$ cat src/rtl/mips_pkg.sv
// Shared fetch-side definitions: reset vector, widths, FSM encoding, queue entry.
package mips_pkg;

  localparam int unsigned INSTR_W = 32;
  localparam int unsigned ADDR_W  = 32;

  localparam logic [ADDR_W-1:0] RESET_PC = 32'h0000_0000;

  typedef enum logic [0:0] {
    ST_RUN   = 1'b0,
    ST_FLUSH = 1'b1
  } fetch_state_e;

  // One instruction-queue slot: fetched word tagged with its address.
  typedef struct packed {
    logic [ADDR_W-1:0]  pc;
    logic [INSTR_W-1:0] instr;
  } fetch_entry_t;

  localparam int unsigned ENTRY_W = $bits(fetch_entry_t);

  // Clear the byte offset of a target address.
  function automatic logic [ADDR_W-1:0] word_align(input logic [ADDR_W-1:0] a);
    return {a[ADDR_W-1:2], 2'b00};
  endfunction

endpackage

$ cat src/rtl/fetch_fifo.sv
// Synchronous instruction queue: circular storage with pointers, count and flush.
module fetch_fifo
  import mips_pkg::*;
#(
  parameter  int unsigned DEPTH = 4,
  parameter  int unsigned WIDTH = ENTRY_W,
  localparam int unsigned PTR_W = $clog2(DEPTH),
  localparam int unsigned CNT_W = $clog2(DEPTH) + 1
) (
  input  logic             clk,
  input  logic             rst,
  input  logic             flush,
  input  logic             push,
  input  logic [WIDTH-1:0] push_data,
  input  logic             pop,
  output logic [WIDTH-1:0] head_data,
  output logic             full,
  output logic             empty,
  output logic [CNT_W-1:0] count
);

  logic [WIDTH-1:0] mem_q [DEPTH];
  logic [PTR_W-1:0] wr_ptr_q, wr_ptr_d;
  logic [PTR_W-1:0] rd_ptr_q, rd_ptr_d;
  logic [CNT_W-1:0] count_q, count_d;
  logic             do_push, do_pop;

  assign empty     = (count_q == '0);
  assign full      = (count_q == CNT_W'(DEPTH));
  assign count     = count_q;
  assign head_data = mem_q[rd_ptr_q];

  // Pointer/count update; flush wins over push and pop, simultaneous push+pop keeps count.
  always_comb begin
    do_pop   = pop && !empty;
    do_push  = push && !flush && (!full || do_pop);
    wr_ptr_d = wr_ptr_q;
    rd_ptr_d = rd_ptr_q;
    count_d  = count_q;
    if (flush) begin
      wr_ptr_d = '0;
      rd_ptr_d = '0;
      count_d  = '0;
    end else begin
      if (do_push) wr_ptr_d = wr_ptr_q + PTR_W'(1);
      if (do_pop)  rd_ptr_d = rd_ptr_q + PTR_W'(1);
      count_d = count_q + CNT_W'(do_push) - CNT_W'(do_pop);
    end
  end

  // Pointer and count registers with synchronous active-low reset.
  always_ff @(posedge clk) begin
    if (!rst) begin
      wr_ptr_q <= '0;
      rd_ptr_q <= '0;
      count_q  <= '0;
    end else begin
      wr_ptr_q <= wr_ptr_d;
      rd_ptr_q <= rd_ptr_d;
      count_q  <= count_d;
    end
  end

  // Storage write; contents need no reset because count gates visibility.
  always_ff @(posedge clk) begin
    if (do_push) mem_q[wr_ptr_q] <= push_data;
  end

endmodule

$ cat src/rtl/fetch_unit.sv
// Instruction fetch: credit-limited in-order requests, response queue, redirect flush.
module fetch_unit
  import mips_pkg::*;
#(
  parameter int unsigned QUEUE_DEPTH = 4,
  parameter logic [31:0] RESET_PC    = mips_pkg::RESET_PC
) (
  input  logic        clk,
  input  logic        rst,
  output logic        imem_req_valid,
  output logic [31:0] imem_req_addr,
  input  logic        imem_req_ready,
  input  logic        imem_rsp_valid,
  input  logic [31:0] imem_rsp_data,
  input  logic        redirect_valid,
  input  logic [31:0] redirect_pc,
  output logic        instr_valid,
  output logic [31:0] instr,
  output logic [31:0] instr_pc,
  output logic [31:0] instr_pc4,
  input  logic        instr_ready
);

  localparam int unsigned CNT_W = $clog2(QUEUE_DEPTH) + 1;
  localparam int unsigned SUM_W = CNT_W + 1;

  fetch_state_e state_q, state_d;
  logic [31:0]  fetch_pc_q, fetch_pc_d;
  logic [31:0]  rsp_pc_q, rsp_pc_d;
  logic [CNT_W-1:0] outstanding_q, outstanding_d;
  logic [CNT_W-1:0] drop_count_q, drop_count_d;
  logic [CNT_W-1:0] occupancy;

  logic         fifo_full, fifo_empty, fifo_push, fifo_flush, fifo_pop;
  fetch_entry_t push_entry, head_entry;
  logic         req_valid_c, req_fire, rsp_fire, head_vis;

  fetch_fifo #(
    .DEPTH (QUEUE_DEPTH),
    .WIDTH (ENTRY_W)
  ) u_fifo (
    .clk       (clk),
    .rst       (rst),
    .flush     (fifo_flush),
    .push      (fifo_push),
    .push_data (push_entry),
    .pop       (fifo_pop),
    .head_data (head_entry),
    .full      (fifo_full),
    .empty     (fifo_empty),
    .count     (occupancy)
  );

  // Request only in RUN while in-flight plus queued entries leave a free slot.
  always_comb begin
    req_valid_c = (state_q == ST_RUN) &&
                  ((SUM_W'(outstanding_q) + SUM_W'(occupancy)) < SUM_W'(QUEUE_DEPTH));
    req_fire    = req_valid_c && imem_req_ready;
    rsp_fire    = imem_rsp_valid && (outstanding_q != '0);
    fifo_pop    = !fifo_empty && instr_ready;
    head_vis    = rst && !fifo_empty;
  end

  // Next-state logic: PC advance, credit tracking, redirect flush and drop draining.
  always_comb begin
    state_d       = state_q;
    fetch_pc_d    = fetch_pc_q;
    rsp_pc_d      = rsp_pc_q;
    drop_count_d  = drop_count_q;
    outstanding_d = outstanding_q + CNT_W'(req_fire) - CNT_W'(rsp_fire);
    fifo_push     = 1'b0;
    fifo_flush    = 1'b0;
    push_entry    = '{pc: rsp_pc_q, instr: imem_rsp_data};
    case (state_q)
      ST_RUN: begin
        if (req_fire) fetch_pc_d = fetch_pc_q + 32'd4;
        if (redirect_valid) begin
          fifo_flush   = 1'b1;
          fetch_pc_d   = word_align(redirect_pc);
          rsp_pc_d     = word_align(redirect_pc);
          drop_count_d = outstanding_d;
          state_d      = (outstanding_d == '0) ? ST_RUN : ST_FLUSH;
        end else if (rsp_fire && !fifo_full) begin
          fifo_push = 1'b1;
          rsp_pc_d  = rsp_pc_q + 32'd4;
        end
      end
      ST_FLUSH: begin
        if (rsp_fire) drop_count_d = drop_count_q - CNT_W'(1);
        if (redirect_valid) begin
          fetch_pc_d = word_align(redirect_pc);
          rsp_pc_d   = word_align(redirect_pc);
        end
        if (drop_count_d == '0) state_d = ST_RUN;
      end
      default: state_d = ST_RUN;
    endcase
  end

  // State registers with synchronous active-low reset abandoning in-flight work.
  always_ff @(posedge clk) begin
    if (!rst) begin
      state_q       <= ST_RUN;
      fetch_pc_q    <= RESET_PC;
      rsp_pc_q      <= RESET_PC;
      outstanding_q <= '0;
      drop_count_q  <= '0;
    end else begin
      state_q       <= state_d;
      fetch_pc_q    <= fetch_pc_d;
      rsp_pc_q      <= rsp_pc_d;
      outstanding_q <= outstanding_d;
      drop_count_q  <= drop_count_d;
    end
  end

  // Outputs come straight from registered state, forced to zero while in reset.
  always_comb begin
    imem_req_valid = rst && req_valid_c;
    imem_req_addr  = rst ? fetch_pc_q : '0;
    instr_valid    = head_vis;
    instr          = head_vis ? head_entry.instr : '0;
    instr_pc       = head_vis ? head_entry.pc : '0;
    instr_pc4      = head_vis ? (head_entry.pc + 32'd4) : '0;
  end

endmodule

$ cat config.mk
export PLATFORM = sky130hd
export DESIGN_NAME = fetch_unit
export DESIGN_NICKNAME = d
export VERILOG_FILES = /design/src/rtl/mips_pkg.sv /design/src/rtl/fetch_fifo.sv /design/src/rtl/fetch_unit.sv
export SDC_FILE = /design/constraint.sdc
export NUM_CORES = 1
export LEC_CHECK = 0
export ABC_AREA = 1
export ABC_CLOCK_PERIOD_IN_PS = 4330
export CAP_MARGIN = 40
export CORE_UTILIZATION = 28
export DETAILED_ROUTE_END_ITERATION = 8
export GPL_ROUTABILITY_DRIVEN = 0
export GPL_TIMING_DRIVEN = 0
export PLACE_DENSITY = 0.48
export SLEW_MARGIN = 15
export SYNTH_ARGS = -nofsm -noshare
export SYNTH_HDL_FRONTEND = slang
export SYNTH_SLANG_ARGS = --single-unit
$ cat constraint.sdc
create_clock -name clk -period 4.33 [get_ports clk]
set_input_delay 0.866 -clock clk [delete_from_list [all_inputs] [get_ports clk]]
set_output_delay 0.866 -clock clk [all_outputs]
set_load 0.1 [all_outputs]
==> summary.md <==
| Metric | Value |
|---|---|
| WL final | 56.5 mm |
| Post-synthesis async set-or-reset flop share | 0 |
| Wire length per cell | 17.7 µm |
| Peak Freq | 239 MHz |
| GRT Util Overall | 0.189 |
| Maximum fanout along the worst path | 10 |
| H-tree Lvls | 2 |
| Slew HR | 0.487 |
| Setup TNS Final | 0 ns |
| Worst hold path stage count | 2 |
| Initial Util | 0.285 |
| DIE AREA | 59900 µm² |
| Pwr Density | 596 nW/µm² |
| Critical Path Slowest Stage Cell | clkdlybuf4s50_1 |
| Crit path buf inv count | 5 |
| Area grow syn2layout | 41.1% |
| IO Pins | 200 |
| Post-Place Cell Area | 21900 µm² |
| Final slew viol count | 0 |
| Clock Tree Root | clkbuf_16 |
| Total of max-cap violations | 0 |
| 1st-iter DRT viols | 1128 |
| Mapped Area | 16500 µm² |
| Clock transition at path regs | 0.06 ns |
| Largest net degree at the start of global routing | 23 |
| Leakage | 9.35 nW |
| Reg-to-Reg End | state_q$_SDFF_PN0_ |
| First-pass DRT Iterations | 5 |
| Post-DRT Antenna Nets | 0 |
| Clock Sinks | 324 |
| Num rows | 88 |
| Arrival time worst endpoint | 3.32 ns |
| Worst-case clock buffer depth | 3 |
| RSZ-0062 raised after global routing | no |
| Grt ovf | 0 |
| Final hold vios | 0 |
| Most common cell after layout, fill and taps aside | nand2_1 |
| Crit path required time | 3.46 ns |
| Die X | 245 µm |
| Tmin final | 4.19 ns |
| CTS tree | yes |
| Post-synth top flop | edfxtp_1 |
| Maximum vdd ir drop | 0.622 mV |
| Worst slew pin tran | 0.768 ns |
| CP Cell Sequence | inv_2 -> buf_6 -> buf_6 -> nand2_1 -> nand2_1 -> nand2_1 -> nand2_1 -> nand2_1 -> nor2_1 -> nand2_1 -> nor2_2 -> nand2_1 -> nand2_1 -> nand2_1 -> nor2_1 -> clkdlybuf4s50_1 -> buf_8 |
| Post-synth EDFFs | 248 |
| N_diodes | 0 |
| HP Start | fetch_pc_q[11]$_SDFFE_PN0P_ |
| Status | finished, final reports clean |
| Layout Utilization | 0.402 |
| Port Buffers | 190 |
| WS Path Type | reg -> out |
| Syn Area/Cell | 8.13 µm² |
| Gate Count Post-Synth | 2030 |
| Startpoint type of the worst setup path | flip-flop |
| Sequential share of the synthesized area | 0.543 |
| Vias/cell | 4.71 |
| Largest stage delay, worst path | 0.55 ns |
| Filler Cells Inserted | 5771 |
| Clk Latency, worst-skew pair | 0.56 ns |
| Via Count | 15000 |
| Reg2reg setup slack | 1.51 ns |
| Distinct cells, synth | 42 |
| Crit path top cell by count | nand2_1 |
| CTS buffer count | 39 |
| Design Area, Final | 23300 µm² |
| Final setup vio count | 0 |
| Number of global-route vias before repair | 14700 |
| CP endpoint kind | output port |
| Ys Warns | 0 |
| Tcrit/Tclk final | 0.967 |
| Finished Layout Cells | 3194 |
| Worst Hold Class | reg -> reg |
| Hpwl dp | 42.8 mm |
| DRC viols | 0 |
| Design Power | 0.0139 W |
| R2R cell count | 11 |
| Layout cells sized above 1 | 0.120 |
| Family with the most delay on the worst path | simple AND/OR/NAND/NOR gates |
| Total core area | 57900 µm² |
| Worst Hold Endpoint | fetch_pc_q[11]$_SDFFE_PN0P_ |
| Placed cells | 3127 |
| First-pass GRT wire length | 87.1 mm |
| Die Y | 245 µm |
| RR Startpoint | u_fifo.count[2]$_SDFF_PP0_ |
| Final nets | 2484 |
| Clock Skews | 0.0324 ns |
| Antenna violations before repair | 0 |
| Most frequent cells in the layout | nand2_1 (558), nor2_1 (361), edfxtp_1 (248) |
| Yosys reg bits | 324 |
[stage by stage]
stage / worst slack (ns) / hold WS [ns]
after global routing: 0.00301 / 0.518
after detailed placement: -0.0710 / 0.477
after CTS: -0.000830 / 0.485
after global placement: -3.49 / 0.483
after floorplan: -0.168 / 0.452
final: 0.142 / 0.489
[worst reg2reg max path: cells and delay by family (launching register included)]
family                     cells  cell delay (ns)
adders and majority gates      4             1.06
AOI/OAI and AO/OA              2             0.33
buffers and inverters          1             0.03
DFF                            1             0.35
and+or+nand+nor                3             0.73
xor gates and xnor gates       1             0.20
[cell type report]
type,instances,area (µm²),share of cell area
inverters,185,694,0.0298
well taps,765,957,0.0411
repair buffers,322,4390,0.188
clock buffers,57,1120,0.0481
flip-flops and latches,324,8970,0.385
clock inverters,15,113,0.00484
multi-input cells,1435,6550,0.281
plain buffers,91,499,0.0214
[registers in the layout (all words and copies together) (netlist names), named ones only]
signal and count:
drop_count_q 3, fetch_pc_q 30, outstanding_q 3, rsp_pc_q 30, state_q 1, u_fifo.count 3, u_fifo.mem_q 248, u_fifo.rd_ptr_q 2
u_fifo.wr_ptr_q 2
[cell families (layout without fill, tap and decap cells)]
| group | count (synthesis) | in the layout | synth area share |
|---|---|---|---|
| AOI/OAI and AO/OA | 258 | 258 | 0.0823 |
| xor gates and xnor gates | 37 | 37 | 0.0196 |
| adders and majority gates | 16 | 16 | 0.0130 |
| buffers and inverters | 276 | 670 | 0.0693 |
| DFF | 324 | 324 | 0.543 |
| other | 1 | 6 | 0.000227 |
| and+or+nand+nor | 1118 | 1118 | 0.272 |
[how the worst max path moves through the flow]
stage	end	slack, ns	startpoint	cells past startpoint
after floorplan	u_fifo.mem_q[0][0]$_DFFE_PP_	-0.17	imem_rsp_valid	6
final	instr_pc4[29]	0.14	flip-flop	17
after global routing	instr_pc4[18]	0.003	flip-flop	17
after global placement	u_fifo.mem_q[1][28]$_DFFE_PP_	-3.49	imem_rsp_valid	7
after detailed placement	instr_pc4[27]	-0.07	rst	7
after CTS	instr[15]	-0.0008	flip-flop	10
[cell usage after synthesis, drive strengths merged (2+ instances only)]
cell type / instances / area (µm²)
o21a: 3 / 22.5
nor3: 30 / 150
inv: 184 / 691
o21ai: 137 / 686
ha: 14 / 175
nor3b: 4 / 30.0
clkbuf: 43 / 161
dfxtp: 76 / 1520
nand3: 98 / 490
a31oi: 6 / 37.5
nor2: 383 / 1460
buf: 48 / 288
edfxtp: 248 / 7450
a311oi: 2 / 17.5
or2: 7 / 43.8
xor2: 23 / 201
nand4: 21 / 131
xnor2: 14 / 123
fa: 2 / 40.0
a211oi: 3 / 22.5
nand2: 569 / 2140
o211ai: 2 / 15.0
a22oi: 4 / 30.0
a21oi: 92 / 460
nor4: 3 / 18.8
o21bai: 4 / 30.0
o22ai: 2 / 12.5
nand3b: 2 / 15.0
[where the power goes]
group | switching (W) | internal (W)
Combinational | 0.00442 | 0.00222
Clock | 0.00130 | 0.00186
Sequential | 0.000343 | 0.00373
Total | 0.00606 | 0.00782
[what timing repair did]
action | in CTS | in global routing
resized for setup | 27 | 34
gates cloned | 0 | 0
pin swaps | 2 | 3
hold buffers | 0 | 0
buffers inserted | 2 | 1
endpoints found under the setup margin | 24 | 40
[metal layers]
layer / track usage / vias to the layer above / part of all wire
met2: 0.324 / 493 / 0.48
met3: 0.0250 / 77 / 0.052
met4: 0.0515 / 0 / 0.022
li1: - / 7363 / -
met1: 0.247 / 7099 / 0.45
met5: 0 / - / 0
Power figures use the tool's default switching activity.
